[config.mk]
export PLATFORM = sky130hd
export DESIGN_NAME = icache_tag_ctrl
export DESIGN_NICKNAME = d
export VERILOG_FILES = /design/src/rtl/icache_pkg.sv /design/src/rtl/icache_victim_sel.sv /design/src/rtl/icache_tag_ctrl.sv
export SDC_FILE = /design/constraint.sdc
export NUM_CORES = 1
export LEC_CHECK = 0
export ABC_AREA = 1
export ABC_CLOCK_PERIOD_IN_PS = 2200
export CAP_MARGIN = 0
export CORE_MARGIN = 2
export CORE_UTILIZATION = 30
export DETAILED_ROUTE_END_ITERATION = 8
export GPL_TIMING_DRIVEN = 0
export PLACE_DENSITY = 0.54
export REMOVE_ABC_BUFFERS = 1
export SLEW_MARGIN = 15
export SYNTH_ARGS = -nofsm -noshare
export SYNTH_HDL_FRONTEND = slang
export SYNTH_SLANG_ARGS = --single-unit
[constraint.sdc]
create_clock -name clk -period 2.2 [get_ports clk]
set_clock_uncertainty 0.2 [all_clocks]
set_input_delay 0.44 -clock clk [delete_from_list [all_inputs] [get_ports clk]]
set_output_delay 0.44 -clock clk [all_outputs]
set_load 0.01 [all_outputs]
[src/rtl/icache_pkg.sv]
// Shared constants, FSM encoding and tag-row helpers for the I-cache tag controller.
// Geometry: 16 sets x 4 ways x 8-bit tags; line address is {tag, index}.
package icache_pkg;

    localparam int TAG_WIDTH   = 8;
    localparam int INDEX_WIDTH = 4;
    localparam int NUM_WAYS    = 4;
    localparam int NUM_SETS    = 16;
    localparam int WAY_BITS    = 2;
    localparam int ADDR_WIDTH  = TAG_WIDTH + INDEX_WIDTH;
    localparam int ROW_WIDTH   = TAG_WIDTH * NUM_WAYS;

    typedef enum logic [2:0] {
        ST_IDLE      = 3'd0,
        ST_LOOKUP    = 3'd1,
        ST_MISS_REQ  = 3'd2,
        ST_MISS_WAIT = 3'd3,
        ST_FILL      = 3'd4,
        ST_FLUSH     = 3'd5
    } state_e;

    function automatic logic [TAG_WIDTH-1:0] way_tag(input logic [ROW_WIDTH-1:0] row,
                                                      input int way);
        return row[way*TAG_WIDTH +: TAG_WIDTH];
    endfunction

    // Per-way hit vector: a way hits only if its valid flop is set and its tag matches.
    function automatic logic [NUM_WAYS-1:0] tag_hits(input logic [ROW_WIDTH-1:0] row,
                                                      input logic [TAG_WIDTH-1:0] tag,
                                                      input logic [NUM_WAYS-1:0]  valid);
        logic [NUM_WAYS-1:0] hits;
        hits = '0;
        for (int w = 0; w < NUM_WAYS; w++) begin
            hits[w] = valid[w] & (way_tag(row, w) == tag);
        end
        return hits;
    endfunction

    function automatic logic [WAY_BITS-1:0] first_one(input logic [NUM_WAYS-1:0] v);
        logic [WAY_BITS-1:0] idx;
        idx = '0;
        for (int w = NUM_WAYS - 1; w >= 0; w--) begin
            if (v[w]) idx = WAY_BITS'(w);
        end
        return idx;
    endfunction

endpackage

[src/rtl/icache_victim_sel.sv]
// Victim way selection: lowest invalid way, else the round-robin pointer.
// advance_o tells the owner of the pointer to step it (only when the set is full).
module icache_victim_sel
    import icache_pkg::*;
(
    input  logic [NUM_WAYS-1:0] valid_i,
    input  logic [WAY_BITS-1:0] ptr_i,
    output logic [WAY_BITS-1:0] victim_o,
    output logic                advance_o
);

    always_comb begin
        advance_o = &valid_i;
        victim_o  = advance_o ? ptr_i : first_one(~valid_i);
    end

endmodule

[src/rtl/icache_tag_ctrl.sv]
// Sequencing controller for the 4-way instruction-cache tag SRAM: lookup, miss refill,
// victim fill and a 16-row flush sweep. Valid bits live in flops here, not in the SRAM.
module icache_tag_ctrl
    import icache_pkg::*;
(
    input  logic                   clk,
    input  logic                   rst,
    input  logic                   i_stall,
    input  logic                   i_req_valid,
    input  logic [ADDR_WIDTH-1:0]  i_req_addr,
    output logic                   o_req_ready,
    output logic                   o_resp_valid,
    output logic                   o_resp_hit,
    output logic [WAY_BITS-1:0]    o_resp_way,
    input  logic                   i_flush,
    output logic                   o_flush_busy,
    output logic                   o_mem_req_valid,
    output logic [ADDR_WIDTH-1:0]  o_mem_req_addr,
    input  logic                   i_mem_req_ready,
    input  logic                   i_mem_done,
    output logic [INDEX_WIDTH-1:0] o_ta_r_addr,
    output logic                   o_ta_r_valid,
    output logic [TAG_WIDTH-1:0]   o_ta_tag,
    input  logic [ROW_WIDTH-1:0]   i_ta_data,
    input  logic                   i_ta_valid,
    output logic [INDEX_WIDTH-1:0] o_ta_w_addr,
    output logic [ROW_WIDTH-1:0]   o_ta_w_data,
    output logic [NUM_WAYS-1:0]    o_ta_w_wmask,
    output logic                   o_ta_w_valid,
    output logic                   o_ta_halt,
    output logic                   o_ta_w_clk_en,
    output logic [2:0]             o_dbg_state
);

    // Handshakes: a request transfers on a rising edge where i_req_valid & o_req_ready;
    // the refill request transfers where o_mem_req_valid & i_mem_req_ready & ~i_stall.

    state_e                 state_q, state_d;
    logic [ADDR_WIDTH-1:0]  addr_q, addr_d;
    logic [NUM_WAYS-1:0]    valid_q [NUM_SETS];
    logic [WAY_BITS-1:0]    rr_q, rr_d;
    logic                   flush_pend_q, flush_pend_d;
    logic [INDEX_WIDTH-1:0] row_q, row_d;
    logic                   resp_valid_q, resp_valid_d;
    logic                   resp_hit_q, resp_hit_d;
    logic [WAY_BITS-1:0]    resp_way_q, resp_way_d;

    logic [TAG_WIDTH-1:0]   tag_q;
    logic [INDEX_WIDTH-1:0] idx_q;
    logic [NUM_WAYS-1:0]    set_valid;
    logic [NUM_WAYS-1:0]    hits;
    logic [WAY_BITS-1:0]    victim;
    logic                   rr_advance;
    logic                   fill_we;
    logic                   flush_we;

    assign tag_q     = addr_q[ADDR_WIDTH-1:INDEX_WIDTH];
    assign idx_q     = addr_q[INDEX_WIDTH-1:0];
    assign set_valid = valid_q[idx_q];
    assign hits      = tag_hits(i_ta_data, tag_q, set_valid);

    icache_victim_sel u_victim_sel (
        .valid_i   (set_valid),
        .ptr_i     (rr_q),
        .victim_o  (victim),
        .advance_o (rr_advance)
    );

    assign o_resp_valid   = resp_valid_q;
    assign o_resp_hit     = resp_hit_q;
    assign o_resp_way     = resp_way_q;
    assign o_mem_req_addr = addr_q;
    assign o_flush_busy   = flush_pend_q | (state_q == ST_FLUSH);
    assign o_ta_halt      = i_stall;
    assign o_ta_w_clk_en  = ~i_stall;
    assign o_dbg_state    = state_q;

    always_comb begin
        state_d      = state_q;
        addr_d       = addr_q;
        rr_d         = rr_q;
        flush_pend_d = flush_pend_q | i_flush;
        row_d        = row_q;
        resp_valid_d = 1'b0;
        resp_hit_d   = resp_hit_q;
        resp_way_d   = resp_way_q;
        o_req_ready     = 1'b0;
        o_ta_r_valid    = 1'b0;
        o_ta_r_addr     = idx_q;
        o_ta_tag        = tag_q;
        o_mem_req_valid = 1'b0;
        o_ta_w_valid    = 1'b0;
        o_ta_w_addr     = idx_q;
        o_ta_w_data     = {NUM_WAYS{tag_q}};
        o_ta_w_wmask    = '0;
        fill_we         = 1'b0;
        flush_we        = 1'b0;

        case (state_q)
            ST_IDLE: begin
                o_ta_r_addr = i_req_addr[INDEX_WIDTH-1:0];
                o_ta_tag    = i_req_addr[ADDR_WIDTH-1:INDEX_WIDTH];
                // A flush (pending or arriving now) wins, so ready is withheld for it too.
                if (flush_pend_q | i_flush) begin
                    state_d = ST_FLUSH;
                    row_d   = '0;
                end else begin
                    o_req_ready = ~i_stall;
                    if (i_req_valid & ~i_stall) begin
                        o_ta_r_valid = ~rst;
                        addr_d       = i_req_addr;
                        state_d      = ST_LOOKUP;
                    end
                end
            end
            ST_LOOKUP: begin
                if (i_ta_valid) begin
                    if (|hits) begin
                        resp_valid_d = 1'b1;
                        resp_hit_d   = 1'b1;
                        resp_way_d   = first_one(hits);
                        state_d      = ST_IDLE;
                    end else begin
                        state_d = ST_MISS_REQ;
                    end
                end
            end
            ST_MISS_REQ: begin
                o_mem_req_valid = ~rst;
                if (i_mem_req_ready) state_d = ST_MISS_WAIT;
            end
            ST_MISS_WAIT: begin
                if (i_mem_done) state_d = ST_FILL;
            end
            ST_FILL: begin
                o_ta_w_valid = ~i_stall & ~rst;
                o_ta_w_wmask = NUM_WAYS'(1) << victim;
                fill_we      = 1'b1;
                resp_valid_d = 1'b1;
                resp_hit_d   = 1'b0;
                resp_way_d   = victim;
                if (rr_advance) rr_d = rr_q + WAY_BITS'(1);
                state_d      = ST_IDLE;
            end
            ST_FLUSH: begin
                o_ta_w_valid = ~i_stall & ~rst;
                o_ta_w_addr  = row_q;
                o_ta_w_data  = '0;
                o_ta_w_wmask = '1;
                flush_we     = 1'b1;
                row_d        = row_q + INDEX_WIDTH'(1);
                if (row_q == INDEX_WIDTH'(NUM_SETS - 1)) begin
                    flush_pend_d = 1'b0;
                    state_d      = ST_IDLE;
                end
            end
            default: state_d = ST_IDLE;
        endcase
    end

    always_ff @(posedge clk) begin
        if (rst) begin
            state_q      <= ST_IDLE;
            addr_q       <= '0;
            rr_q         <= '0;
            flush_pend_q <= 1'b0;
            row_q        <= '0;
            resp_valid_q <= 1'b0;
            resp_hit_q   <= 1'b0;
            resp_way_q   <= '0;
            for (int s = 0; s < NUM_SETS; s++) valid_q[s] <= '0;
        end else if (!i_stall) begin
            state_q      <= state_d;
            addr_q       <= addr_d;
            rr_q         <= rr_d;
            flush_pend_q <= flush_pend_d;
            row_q        <= row_d;
            resp_valid_q <= resp_valid_d;
            resp_hit_q   <= resp_hit_d;
            resp_way_q   <= resp_way_d;
            if (fill_we)  valid_q[idx_q][victim] <= 1'b1;
            if (flush_we) valid_q[row_q] <= '0;
        end
    end

endmodule

==> impl_metrics.toml, run 1 <==
[clock_network]
numCtsBuffers = 9
cts_root_buffer = "clkbuf_16"
cts_tree = "done"
cts_hold_buf = 0
cts_sinks = 94
cts_htree_levels = 3
clockBufferDepth = 2
clkLatencyLatePin_ps = 360
cts.clk_slew.worst_paths_ps = 70

[global_route]
grt_pass1_vias = 6032
grt_pass1_wl_um = 33800
use_met3_pct = 4.45
grt_antenna_before_repair = 0
grt.busiest_layer = "met2"
met2_usage_pct = 33.4
grtUsageMet1_pct = 24.9
grt_usage_pct = 20.0
overflow = 0
grt_max_degree = 48

[worst_setup_path]
cp_num_cells = 14
reg2reg_slack_ps = -480
r2r_end = "valid_q[9][1]"
crit_path_max_fanout = 8
path_buf_inv = 3
reg2regPathDepth = 19
cp_data_arrival_time_ps = 2140
endpoint = "o_ta_w_wmask[2]"
slowest_delay_ps = 410
required_ps = 1560
slowest_stage = "dfxtp_4"
critPathCaptureType = "output port"
start_kind = "register"
crit_top_cell = "nand2_4"
path_cells = "buf_12 -> clkinv_16 -> nand2_1 -> nand3_1 -> nand3_1 -> nand3_2 -> nand2_4 -> nand2_4 -> nand2_4 -> nand2_8 -> nand2_8 -> nand3_2 -> nand2_2 -> buf_6"
crit_type = "reg2out"
crit_family = "simple AND/OR/NAND/NOR gates"

[synthesis]
synth_edf_count = 64
yosysTopAreaCell = "edfxtp_1"
syn-cell-area_sq_mm = 0.00636
ys_top_cells_by_area = "edfxtp_1 (30%), nand2_1 (16%), dfxtp_1 (9.4%), inv_1 (5.7%), nor2_1 (4.7%)"
synthCells = 880
ys_warn_count = 0
ys_types = 41
synth_seq_cells = 94
async_reset_ff_share_pct = 0
ys_seq_area_share_pct = 39.6
syn-mean-instance-area_sq_um = 7.23
synth_top_area_share_pct = 30.2
synth_flop_cell = "edfxtp_1"

[power]
p_per_area_mw_per_mm2 = 551
p_clk_share_pct = 29.4
power_frac_comb_pct = 32.3
leakagePower_nw = 4.32
ir_worst_vdd_mv = 0.414
intPower_w = 0.00356
switchingPower_w = 0.00175
seqPwrFrac_pct = 38.3
swShare_pct = 33.0

[finish]
antennaDiodeCount = 0
areaGrowthSynthToFinish_pct = 51.7
fin_area_sq_mm = 0.00966
layout.cells.non_filler = 1300
drive_gt1_share_pct = 34.7
nNetsFinal = 1073

[floorplanning]
die_y_um = 150
rows = 53
start_util_pct = 30.5
coreArea_sq_mm = 0.0209
die_w_um = 150
ios = 130
die_area_sq_mm = 0.0224

[sta]
finalSetupViolCount = 142
hold_viol = 0
worst_slew_pin_slew_ps = 468
max_slew_margin_pct = 68.8
rsz0062_at_grt = "true"
tns_ps = -42970
fmax_mhz = 360
drv_slew = 0
fin_ws_ps = -576
finalCritPeriodShare_pct = 126
final_period_minus_worst_setup_slack_ps = 2780

[run_status]
status = "complete, but fails checks"
violations = "negative setup slack"

[detailed_routing]
routed_wl_um = 22700
drcViolationCount = 0
drtPass1Iterations = 4
wl_per_cell_um = 17.5
drtIter0Drc = 377
final_antenna_net_count = 0
via_count = 6237
avgViaCountPerCell = 4.80

[placed_design]
dp_cells = 1215
dp_hpwl_um = 13300
place_area_sq_mm = 0.00765
place.gp.congestion = 0.849
portBuffers = 129

[flow_run]
maxCapViolCount = 0

[hold_path]
hold_class = "in2reg"
-- worst min-delay path by stage --
stage	to	slack, ps	cells past startpoint	from
after CTS	o_resp_valid	260	2	o_resp_valid
after global routing	o_resp_valid	260	2	rst
after detailed placement	o_resp_valid	250	2	o_resp_valid
after global placement	o_resp_valid	240	2	o_resp_valid
final	o_resp_valid	240	2	rst
after floorplan	rr_q[1]	250	2	rr_q[1]
-- cells in the final DEF, fill, tap and decap left out, types with 7 or more instances in the layout --
master and n:
a21oi_1 17, nor2_1 57, buf_4 29, nand2_1 205
dfxtp_1 21, xnor2_1 26, buf_12 12, clkbuf_2 13
nand2_4 34, nand2_8 11, inv_2 14, nor2_2 19
buf_6 20, nor2_4 28, clkdlybuf4s50_1 70, o21ai_0 24
buf_2 15, nand2_2 52, nor3b_2 13, clkdlybuf4s15_1 22
clkbuf_16 11, inv_4 7, nand3_1 25, nand4_1 24
nand3_2 26, edfxtp_1 64, inv_1 84
-- per-stage QoR --
step,hold WS [ps],power [W],worst slack [ps],util (%)
floorplan,255,0.00268,-2240,-
global placement,242,0.00327,-4140,36.1
detailed placement,249,0.00327,-1520,36.6
CTS,261,0.00515,-549,43.7
global route,262,0.00555,-711,46.2
finish,244,0.00532,-576,46.2
-- kinds of logic (layout without fill, tap and decap cells) --
| family | after synthesis | count (layout) | synth area share [%] |
|---|---|---|---|
| DFF | 94 | 94 | 39.6 |
| AOI/OAI and AO/OA | 60 | 60 | 5.03 |
| buffers and inverters | 186 | 326 | 13.8 |
| adders and majority gates | 1 | 1 | 0.197 |
| xor gates and xnor gates | 30 | 30 | 4.13 |
| and+or+nand+nor | 509 | 514 | 37.2 |
-- Yosys cell counts (2+ instances only) --
master / n
nand3_1: 55
buf_4: 29
nor2_1: 80
nand4_1: 24
inv_1: 96
nand2_2: 16
nor3b_2: 10
o21ai_0: 33
edfxtp_1: 64
nand2_1: 275
buf_6: 6
o22ai_1: 2
dfxtp_1: 30
nor3_1: 6
o211ai_1: 2
xor2_1: 4
a21oi_1: 17
buf_2: 10
nor3b_1: 6
inv_2: 14
clkbuf_1: 27
nor2_2: 23
xnor2_1: 26
nand2_4: 6
o21ai_1: 3
-- registers in the layout (all words and copies together) (netlist names), named ones only --
| register | flops |
|---|---|
| flush_pend_q | 1 |
| o_resp_hit | 1 |
| o_dbg_state | 3 |
| row_q | 4 |
| o_mem_req_addr | 12 |
| o_resp_valid | 1 |
| valid_q | 64 |
| rr_q | 2 |
| o_resp_way | 2 |
-- area by class of cell --
cell class / count / area [sq um]
fill: 2053 / 11200
multi-input combinational: 605 / 3930
sequential: 94 / 2550
timing repair buffer: 194 / 2000
inverter: 112 / 499
tap: 275 / 344
clock buffer: 13 / 265
timing repair inverter: 4 / 52.6
clock inverter: 3 / 17.5
-- metal layers --
layer	vias up	wire (um)
li1	3036	-
met1	2919	9250
met2	241	11100
met3	41	1610
met4	0	765
met5	-	0
-- power by group through the flow --
stage	clock network (W)	logic, W	registers (W)
3_5_place_dp	0	0.00120	0.00208
6_report	0.00156	0.00172	0.00204
3_3_place_gp	0	0.00118	0.00209
4_1_cts	0.00158	0.00154	0.00203
5_1_grt	0.00166	0.00185	0.00205
2_1_floorplan	0	0.000615	0.00207
-- what timing repair did --
action / in CTS / in global routing
setup endpoints to repair: 219 / 201
pin swaps: 47 / 45
gates resized for setup: 340 / 143
setup buffers: 39 / 17
hold endpoints to repair: 0 / 0
cloned: 12 / 3
Note: power is estimated with default switching activity, not from simulation.
==> inputs of run 2 (changes only) <==
Settings changed: CTS_CLUSTER_SIZE from default to 25.
==> results of run 2 <==
Same layout as run 1: the final DEF is identical, and so are final timing and power.
